$ cat src/rtl/conv_pkg.sv
// Shared constants and helpers for the convolution window reader.
// Pure elaboration-time arithmetic; nothing here becomes runtime logic.
package conv_pkg;

  typedef enum logic [1:0] {
    S_IDLE  = 2'd0,
    S_RUN   = 2'd1,
    S_DRAIN = 2'd2
  } state_t;

  function automatic int out_dim(input int img, input int k);
    return img - k + 1;
  endfunction

  function automatic int taps(input int k);
    return k * k;
  endfunction

  function automatic int beats(input int k, input int ports);
    return (k * k + ports - 1) / ports;
  endfunction

  function automatic int off(input int t, input int k, input int img_w);
    return (t / k) * img_w + (t % k);
  endfunction

  function automatic int cw(input int n);
    return (n > 1) ? $clog2(n) : 1;
  endfunction

endpackage

$ cat src/rtl/conv_tap_offset_rom.sv
// Constant tap-offset table: beat index -> packed per-port offsets
// and the lane mask for that beat.
module conv_tap_offset_rom
  import conv_pkg::*;
#(
  parameter int ADDR_WIDTH = 17,
  parameter int RAM_PORTS  = 2,
  parameter int K          = 3,
  parameter int IMG_W      = 252,
  parameter int BW         = 3
) (
  input  logic [BW-1:0]                   i_beat,
  output logic [ADDR_WIDTH*RAM_PORTS-1:0] o_offs,
  output logic [RAM_PORTS-1:0]            o_mask
);

  localparam int TAPS  = taps(K);
  localparam int BEATS = beats(K, RAM_PORTS);

  logic [BEATS-1:0][RAM_PORTS-1:0][ADDR_WIDTH-1:0] w_tab;
  logic [BEATS-1:0][RAM_PORTS-1:0]                 w_msk;

  for (genvar b = 0; b < BEATS; b++) begin : g_beat
    for (genvar p = 0; p < RAM_PORTS; p++) begin : g_port
      localparam int T = b * RAM_PORTS + p;
      if (T < TAPS) begin : g_on
        assign w_tab[b][p] = ADDR_WIDTH'(off(T, K, IMG_W));
        assign w_msk[b][p] = 1'b1;
      end else begin : g_off
        assign w_tab[b][p] = '0;
        assign w_msk[b][p] = 1'b0;
      end
    end
  end

  always_comb begin
    o_offs = '0;
    o_mask = '0;
    for (int b = 0; b < BEATS; b++) begin
      if (i_beat == BW'(b)) begin
        o_offs = w_tab[b];
        o_mask = w_msk[b];
      end
    end
  end

endmodule

$ cat src/rtl/conv_window_reader.sv
// Sweeps every stride-1 KxK window of a feature map, issuing tap
// addresses to the BRAM and tagging the returned beats.
module conv_window_reader
  import conv_pkg::*;
#(
  parameter int ADDR_WIDTH = 17,
  parameter int RAM_WIDTH  = 8,
  parameter int RAM_PORTS  = 2,
  parameter int IMG_W      = 252,
  parameter int IMG_H      = 252,
  parameter int K          = 3
) (
  input  logic                            i_clk,
  input  logic                            i_rst_n,
  input  logic                            i_start,
  input  logic [ADDR_WIDTH-1:0]           i_base_addr,
  input  logic                            i_ready,
  output logic [ADDR_WIDTH*RAM_PORTS-1:0] o_r_addrs,
  output logic [RAM_PORTS-1:0]            o_port_mask,
  output logic                            o_data_valid,
  output logic                            o_win_first,
  output logic                            o_win_last,
  output logic                            o_busy,
  output logic                            o_done
);

  localparam int OUT_W = out_dim(IMG_W, K);
  localparam int OUT_H = out_dim(IMG_H, K);
  localparam int BEATS = beats(K, RAM_PORTS);
  localparam int BW    = cw(BEATS);
  localparam int XW    = cw(OUT_W);
  localparam int YW    = cw(OUT_H);
  localparam int AW    = ADDR_WIDTH;
  localparam int NW    = ADDR_WIDTH * RAM_PORTS;

  if (K < 1 || K > IMG_W || K > IMG_H ||
      RAM_PORTS < 1 || RAM_PORTS > K * K ||
      RAM_WIDTH < 1) begin : g_bad_cfg
    $error("conv_window_reader: bad parameters");
  end

  state_t r_state;
  state_t w_state_nxt;

  logic [XW-1:0] r_ox;
  logic [YW-1:0] r_oy;
  logic [BW-1:0] r_beat;
  logic [AW-1:0] r_wb;

  logic [NW-1:0]        r_addrs;
  logic [RAM_PORTS-1:0] r_pmask;
  logic                 r_pvalid;
  logic                 r_pfirst;
  logic                 r_plast;

  logic                 r_dv;
  logic [RAM_PORTS-1:0] r_dmask;
  logic                 r_dfirst;
  logic                 r_dlast;
  logic                 r_done;

  logic                 w_adv;
  logic                 w_last_b;
  logic                 w_last_x;
  logic                 w_last_y;
  logic                 w_final;
  logic                 w_load;
  logic                 w_step;
  logic                 w_flush;
  logic [BW-1:0]        w_nxt_beat;
  logic [XW-1:0]        w_nxt_ox;
  logic [YW-1:0]        w_nxt_oy;
  logic [AW-1:0]        w_nxt_wb;
  logic [BW-1:0]        w_src_beat;
  logic [XW-1:0]        w_src_ox;
  logic [YW-1:0]        w_src_oy;
  logic [AW-1:0]        w_src_wb;
  logic [NW-1:0]        w_offs;
  logic [RAM_PORTS-1:0] w_mask;
  logic [NW-1:0]        w_iss;

  assign w_adv    = i_ready | ~r_dv;
  assign w_last_b = (r_beat == BW'(BEATS - 1));
  assign w_last_x = (r_ox == XW'(OUT_W - 1));
  assign w_last_y = (r_oy == YW'(OUT_H - 1));
  assign w_final  = w_last_b & w_last_x & w_last_y;

  // Window base moves by +1 per column and +K across a row wrap.
  always_comb begin
    w_nxt_beat = r_beat + BW'(1);
    w_nxt_ox   = r_ox;
    w_nxt_oy   = r_oy;
    w_nxt_wb   = r_wb;
    if (w_last_b) begin
      w_nxt_beat = '0;
      if (w_last_x) begin
        w_nxt_ox = '0;
        w_nxt_oy = r_oy + YW'(1);
        w_nxt_wb = r_wb + AW'(K);
      end else begin
        w_nxt_ox = r_ox + XW'(1);
        w_nxt_wb = r_wb + AW'(1);
      end
    end
  end

  always_comb begin
    w_src_beat = w_nxt_beat;
    w_src_ox   = w_nxt_ox;
    w_src_oy   = w_nxt_oy;
    w_src_wb   = w_nxt_wb;
    if (r_state == S_IDLE) begin
      w_src_beat = '0;
      w_src_ox   = '0;
      w_src_oy   = '0;
      w_src_wb   = i_base_addr;
    end
  end

  conv_tap_offset_rom #(
    .ADDR_WIDTH (ADDR_WIDTH),
    .RAM_PORTS  (RAM_PORTS),
    .K          (K),
    .IMG_W      (IMG_W),
    .BW         (BW)
  ) u_rom (
    .i_beat (w_src_beat),
    .o_offs (w_offs),
    .o_mask (w_mask)
  );

  always_comb begin
    w_iss = '0;
    for (int p = 0; p < RAM_PORTS; p++) begin
      if (w_mask[p]) begin
        w_iss[AW*p +: AW] = w_src_wb + w_offs[AW*p +: AW];
      end
    end
  end

  always_ff @(posedge i_clk) begin
    if (!i_rst_n) begin
      r_state <= S_IDLE;
    end else begin
      r_state <= w_state_nxt;
    end
  end

  always_comb begin
    w_state_nxt = r_state;
    unique case (r_state)
      S_IDLE:  if (i_start) w_state_nxt = S_RUN;
      S_RUN:   if (w_adv && w_final) w_state_nxt = S_DRAIN;
      S_DRAIN: if (w_adv) w_state_nxt = S_IDLE;
      default: w_state_nxt = S_IDLE;
    endcase
  end

  always_comb begin
    w_load  = 1'b0;
    w_step  = 1'b0;
    w_flush = 1'b0;
    o_busy  = 1'b0;
    unique case (r_state)
      S_IDLE: begin
        w_load = i_start;
      end
      S_RUN: begin
        o_busy  = 1'b1;
        w_step  = w_adv & ~w_final;
        w_flush = w_adv & w_final;
      end
      S_DRAIN: begin
        o_busy = 1'b1;
      end
      default: ;
    endcase
  end

  always_ff @(posedge i_clk) begin
    if (!i_rst_n) begin
      r_ox     <= '0;
      r_oy     <= '0;
      r_beat   <= '0;
      r_wb     <= '0;
      r_addrs  <= '0;
      r_pmask  <= '0;
      r_pvalid <= 1'b0;
      r_pfirst <= 1'b0;
      r_plast  <= 1'b0;
    end else begin
      unique case (1'b1)
        (w_load | w_step): begin
          r_ox     <= w_src_ox;
          r_oy     <= w_src_oy;
          r_beat   <= w_src_beat;
          r_wb     <= w_src_wb;
          r_addrs  <= w_iss;
          r_pmask  <= w_mask;
          r_pvalid <= 1'b1;
          r_pfirst <= (w_src_beat == '0);
          r_plast  <= (w_src_beat == BW'(BEATS - 1));
        end
        w_flush: begin
          r_ox     <= '0;
          r_oy     <= '0;
          r_beat   <= '0;
          r_addrs  <= '0;
          r_pmask  <= '0;
          r_pvalid <= 1'b0;
          r_pfirst <= 1'b0;
          r_plast  <= 1'b0;
        end
        default: ;
      endcase
    end
  end

  // Data stage mirrors the issue stage one cycle later, matching
  // the BRAM read latency.
  always_ff @(posedge i_clk) begin
    if (!i_rst_n) begin
      r_dv     <= 1'b0;
      r_dmask  <= '0;
      r_dfirst <= 1'b0;
      r_dlast  <= 1'b0;
      r_done   <= 1'b0;
    end else begin
      if (w_adv) begin
        r_dv     <= r_pvalid;
        r_dmask  <= r_pmask;
        r_dfirst <= r_pfirst;
        r_dlast  <= r_plast;
      end
      r_done <= (r_state == S_DRAIN) & w_adv;
    end
  end

  assign o_r_addrs    = r_addrs;
  assign o_port_mask  = r_dmask;
  assign o_data_valid = r_dv;
  assign o_win_first  = r_dfirst;
  assign o_win_last   = r_dlast;
  assign o_done       = r_done;

endmodule

$ cat config.mk
export PLATFORM = sky130hd
export DESIGN_NAME = conv_window_reader
export DESIGN_NICKNAME = d
export VERILOG_FILES = /design/src/rtl/conv_pkg.sv /design/src/rtl/conv_tap_offset_rom.sv /design/src/rtl/conv_window_reader.sv
export SDC_FILE = /design/constraint.sdc
export NUM_CORES = 1
export LEC_CHECK = 0
export ABC_AREA = 0
export BUFFER_PORTS_ARGS = -buffer_cell sky130_fd_sc_hd__buf_2
export CORE_MARGIN = 3
export CORE_UTILIZATION = 30
export DETAILED_ROUTE_END_ITERATION = 10
export SLEW_MARGIN = 40
export SYNTH_ARGS = -nofsm -noshare
export SYNTH_HDL_FRONTEND = slang
export SYNTH_SLANG_ARGS = --single-unit
export TNS_END_PERCENT = 20
$ cat constraint.sdc
create_clock -name i_clk -period 9.8 [get_ports i_clk]
set_input_delay 0.98 -clock i_clk [delete_from_list [all_inputs] [get_ports i_clk]]
set_output_delay 0.98 -clock i_clk [all_outputs]
set_load 0.005 [all_outputs]
==> results.md <==
* Die Wd at 141 um
* Vias in the first global route at 4385
* Peak VDD IR at ~0.00012 V
* Leakage power total at approximately 2.5 nW
* Post-CTS Resized at 0
* DR vias/cell at ~5
* Commonest non-fill, non-tap cell in the layout: dfxtp_1
* TritonCTS clock tree: built
* Slew margin rel. at approximately 49%
* DRT iter0 DRCs at 226
* CP top delay family: simple AND/OR/NAND/NOR gates
* Crit-path slowest cell: o31ai_2
* Clock Pin Slew Worst Setup and Hold Paths at roughly 0.06 ns
* CP Launch Type: flip-flop
* Post-synth top flop: dfxtp_1
* Mapped Area at 5430 um^2
* # DRC at 0
* Clk buf depth at 2
* Final instance area at between 6000 and 7000 um^2
* Total negative slack at 0 ns
* Crit path buf inv count at 2
* Mean post-synth cell area at about 8.4 um^2
* Die Ht at 141 um
* DRT Pass-1 Iters at 4
* Ports at 62
* Max-Cap Viols at 0
* Cts hold-fix bufs at 0
* Final hold slack at between 0.4 and 0.5 ns
* CP max FO at 11
* Overall power at between 0.0015 and 0.002 W
* Clk_skew at 0.0112 ns
* Mapped Cells at 646
* DP Area at 5910 um^2
* Die Area at just under 20000 um^2
* Per-cell routed wire length at around 15 um
* Final setup viols at 0
* Fmax at ~0.23 GHz
* Initial antenna violation count at 0
* Post-synth cell types at 75
* Vias post-DR at between 4000 and 5000
* Overall Global Routing Usage at a little over an eighth
* Most frequent cells in the layout: 83 x dfxtp_1, 70 x nand2_1, 61 x buf_2, 41 x nor2b_1, 37 x nor2_1
* EDFF count, synth at 0
* RSZ-0062 raised after global routing: false
* Crit share post-route at 44.1%
* Max-slew violation count at 0
* Total CTS buffers at 9
* Post-route minimum period at 4.32 ns
* First-pass GRT wire length at 22100 um
* Initial Utilization at between 30 and 40%
* Worst Max-Slew Pin Slew at 0.754 ns
* Post-synth net total at between 600 and 700
* WL final at 13500 um
* Core area at between 15000 and 20000 um^2
* Seq/Total Area, Yosys at between 30% and 40%
* CTS H-tree lvls at 3
* Hpwl dp at between 10000 and 15000 um
* Setup repair bufs after CTS at 0
* Final count of hold timing violations at 0
* Wire length on met1 at 6410 um
* Root Driver: clkbuf_16
* Min-Delay Path Class: flip-flop to flip-flop
* Met2 WL post-DR at 6210 um
* Yosys warnings at 0
* Post-synthesis async set-or-reset flop share at 0%
* Largest net degree at the start of global routing at 58
* Rows at 48
* Setup crit end kind: flip-flop
* Nets at roughly 740
* Antenna viol nets, final at 0
* IO Port Bufs at 61
* Max layer used: met4
* Remaining global-route overflow at 0
* CP peak stage delay at 0.46 ns
* Crit path kind: flip-flop to flip-flop
* Crit path required time at 10.09 ns
* Ant diodes at 0
* Crit path cell chain: ha_1 > nand2_1 > or3_1 > inv_1 > ha_1 > a21oi_2 > nor3_1 > o31ai_2 > inv_1 > ha_1 > a21oi_1 > nor3b_1 > a211oi_1 > or2_1 > or4_1 > nand3_1
* Yosys reg bits at 83
* Pwr Density at 298 nW/um^2
* Worst-Skew Late Latency at between 0.3 and 0.4 ns
* P&R area growth vs syn at 14.6%
* DR WL met3 at 670 um
* Final Wtd Congestion at 0.825
* Cell repeated most along the worst path: ha_1
* CTS Sinks at 83
* Share of layout cells above drive strength 1 at 15.7%
* Worst Path Arrival at ~4.6 ns
* Status: finished, final reports clean
[routing by layer]
metal | GRT usage (%) | up-vias
li1 | - | 2388
met1 | 17.9 | 2165
met2 | 22.2 | 93
met3 | 3.58 | 17
met4 | 3.98 | 0
met5 | 0 | -
[worst paths after layout]
kind                         startpoint                    endpoint  slack, ns  cells past startpoint
min          o_r_addrs[11]$_SDFFE_PN0P_  o_r_addrs[11]$_SDFFE_PN0P_       0.44                      2
max reg2reg        r_ox[0]$_SDFFE_PN0P_  o_r_addrs[12]$_SDFFE_PN0P_       5.48                     16
min reg2reg  o_r_addrs[11]$_SDFFE_PN0P_  o_r_addrs[11]$_SDFFE_PN0P_       0.44                      2
max                r_ox[0]$_SDFFE_PN0P_  o_r_addrs[12]$_SDFFE_PN0P_       5.48                     16
[Yosys cell counts (3+ instances only)]
cell type	instances	area share [%]
nor2b_1	41	4.7
clkbuf_1	19	1.3
dfxtp_1	83	31
nand4_1	12	1.4
a21boi_0	5	0.69
o21a_1	4	0.55
and2_1	13	1.5
fa_1	3	1.1
a32oi_1	4	0.65
xnor2_1	20	3.2
or3_1	11	1.3
and3_1	9	1.0
nand2_1	70	4.8
nor2_1	37	2.6
nand2b_1	12	1.4
a221oi_1	3	0.48
buf_6	3	0.62
o31ai_1	3	0.41
inv_1	21	1.5
a211oi_1	5	0.69
a21oi_1	26	2.4
ha_1	28	6.5
nor3_1	9	0.83
a21o_1	4	0.55
buf_2	8	0.74
o21ai_0	35	3.2
a31oi_1	3	0.35
o21ai_1	8	0.74
mux2i_1	21	3.9
nand3_1	18	1.7
a22oi_1	14	1.9
or2_2	4	0.46
nor4_1	5	0.58
or4_1	5	0.69
xor2_1	26	4.2
and4_1	6	0.97
[cell type report]
class | count | area, um^2
inverters | 23 | 86.3
clock inverters | 5 | 61.3
clock buffers | 11 | 243
fillers | 1864 | 11300
flip-flops and latches | 83 | 1660
multi-input cells | 509 | 3550
well taps | 225 | 282
repair buffers | 65 | 335
[worst reg2reg max path: stages (launching register included)]
cell	delay [ns]
dfxtp_1	0.39
ha_1	0.16
nand2_1	0.04
or3_1	0.36
inv_1	0.12
ha_1	0.24
a21oi_2	0.43
nor3_1	0.13
o31ai_2	0.46
inv_1	0.09
ha_1	0.33
a21oi_1	0.20
nor3b_1	0.32
a211oi_1	0.16
or2_1	0.33
or4_1	0.42
nand3_1	0.08
[stage by stage]
step           utilization (%)  worst slack, ns  cells
6_report                  35.5             5.48    921
5_1_grt                   35.5             5.07    921
4_1_cts                   35.5             5.24    921
3_5_place_dp              33.7             5.26    905
3_3_place_gp              33.7             5.37    905
2_1_floorplan                -             5.73    646
[where the power goes]
group          internal (W)  leakage, nW  switching [W]
logic              0.000400         1.66       0.000588
clock network      0.000205        0.138       0.000145
registers          0.000439        0.681      0.0000766
total               0.00104         2.48       0.000810
[registers in the layout, summed over array words and instances, names as in the netlist]
register / flops
r_pmask: 2
r_pfirst: 1
o_r_addrs: 34
r_plast: 1
r_ox: 8
o_port_mask: 2
r_beat: 3
r_oy: 8
o_done: 1
r_wb: 17
r_pvalid: 1
o_data_valid: 1
r_state: 2
o_win_last: 1
o_win_first: 1
[cell families (layout without fill, tap and decap cells)]
| group | Yosys count | count (layout) | synth area share [%] |
|---|---|---|---|
| AO/OA/AOI/OAI | 143 | 143 | 19.2 |
| adder cells (fa/ha/maj) | 31 | 31 | 7.56 |
| buffers and inverters | 54 | 104 | 4.40 |
| multiplexers | 24 | 24 | 4.75 |
| XOR/XNOR | 46 | 46 | 7.42 |
| AND/OR/NAND/NOR | 265 | 265 | 26.1 |
| flip-flops | 83 | 83 | 30.6 |
Note: power is estimated with default switching activity, not from simulation.
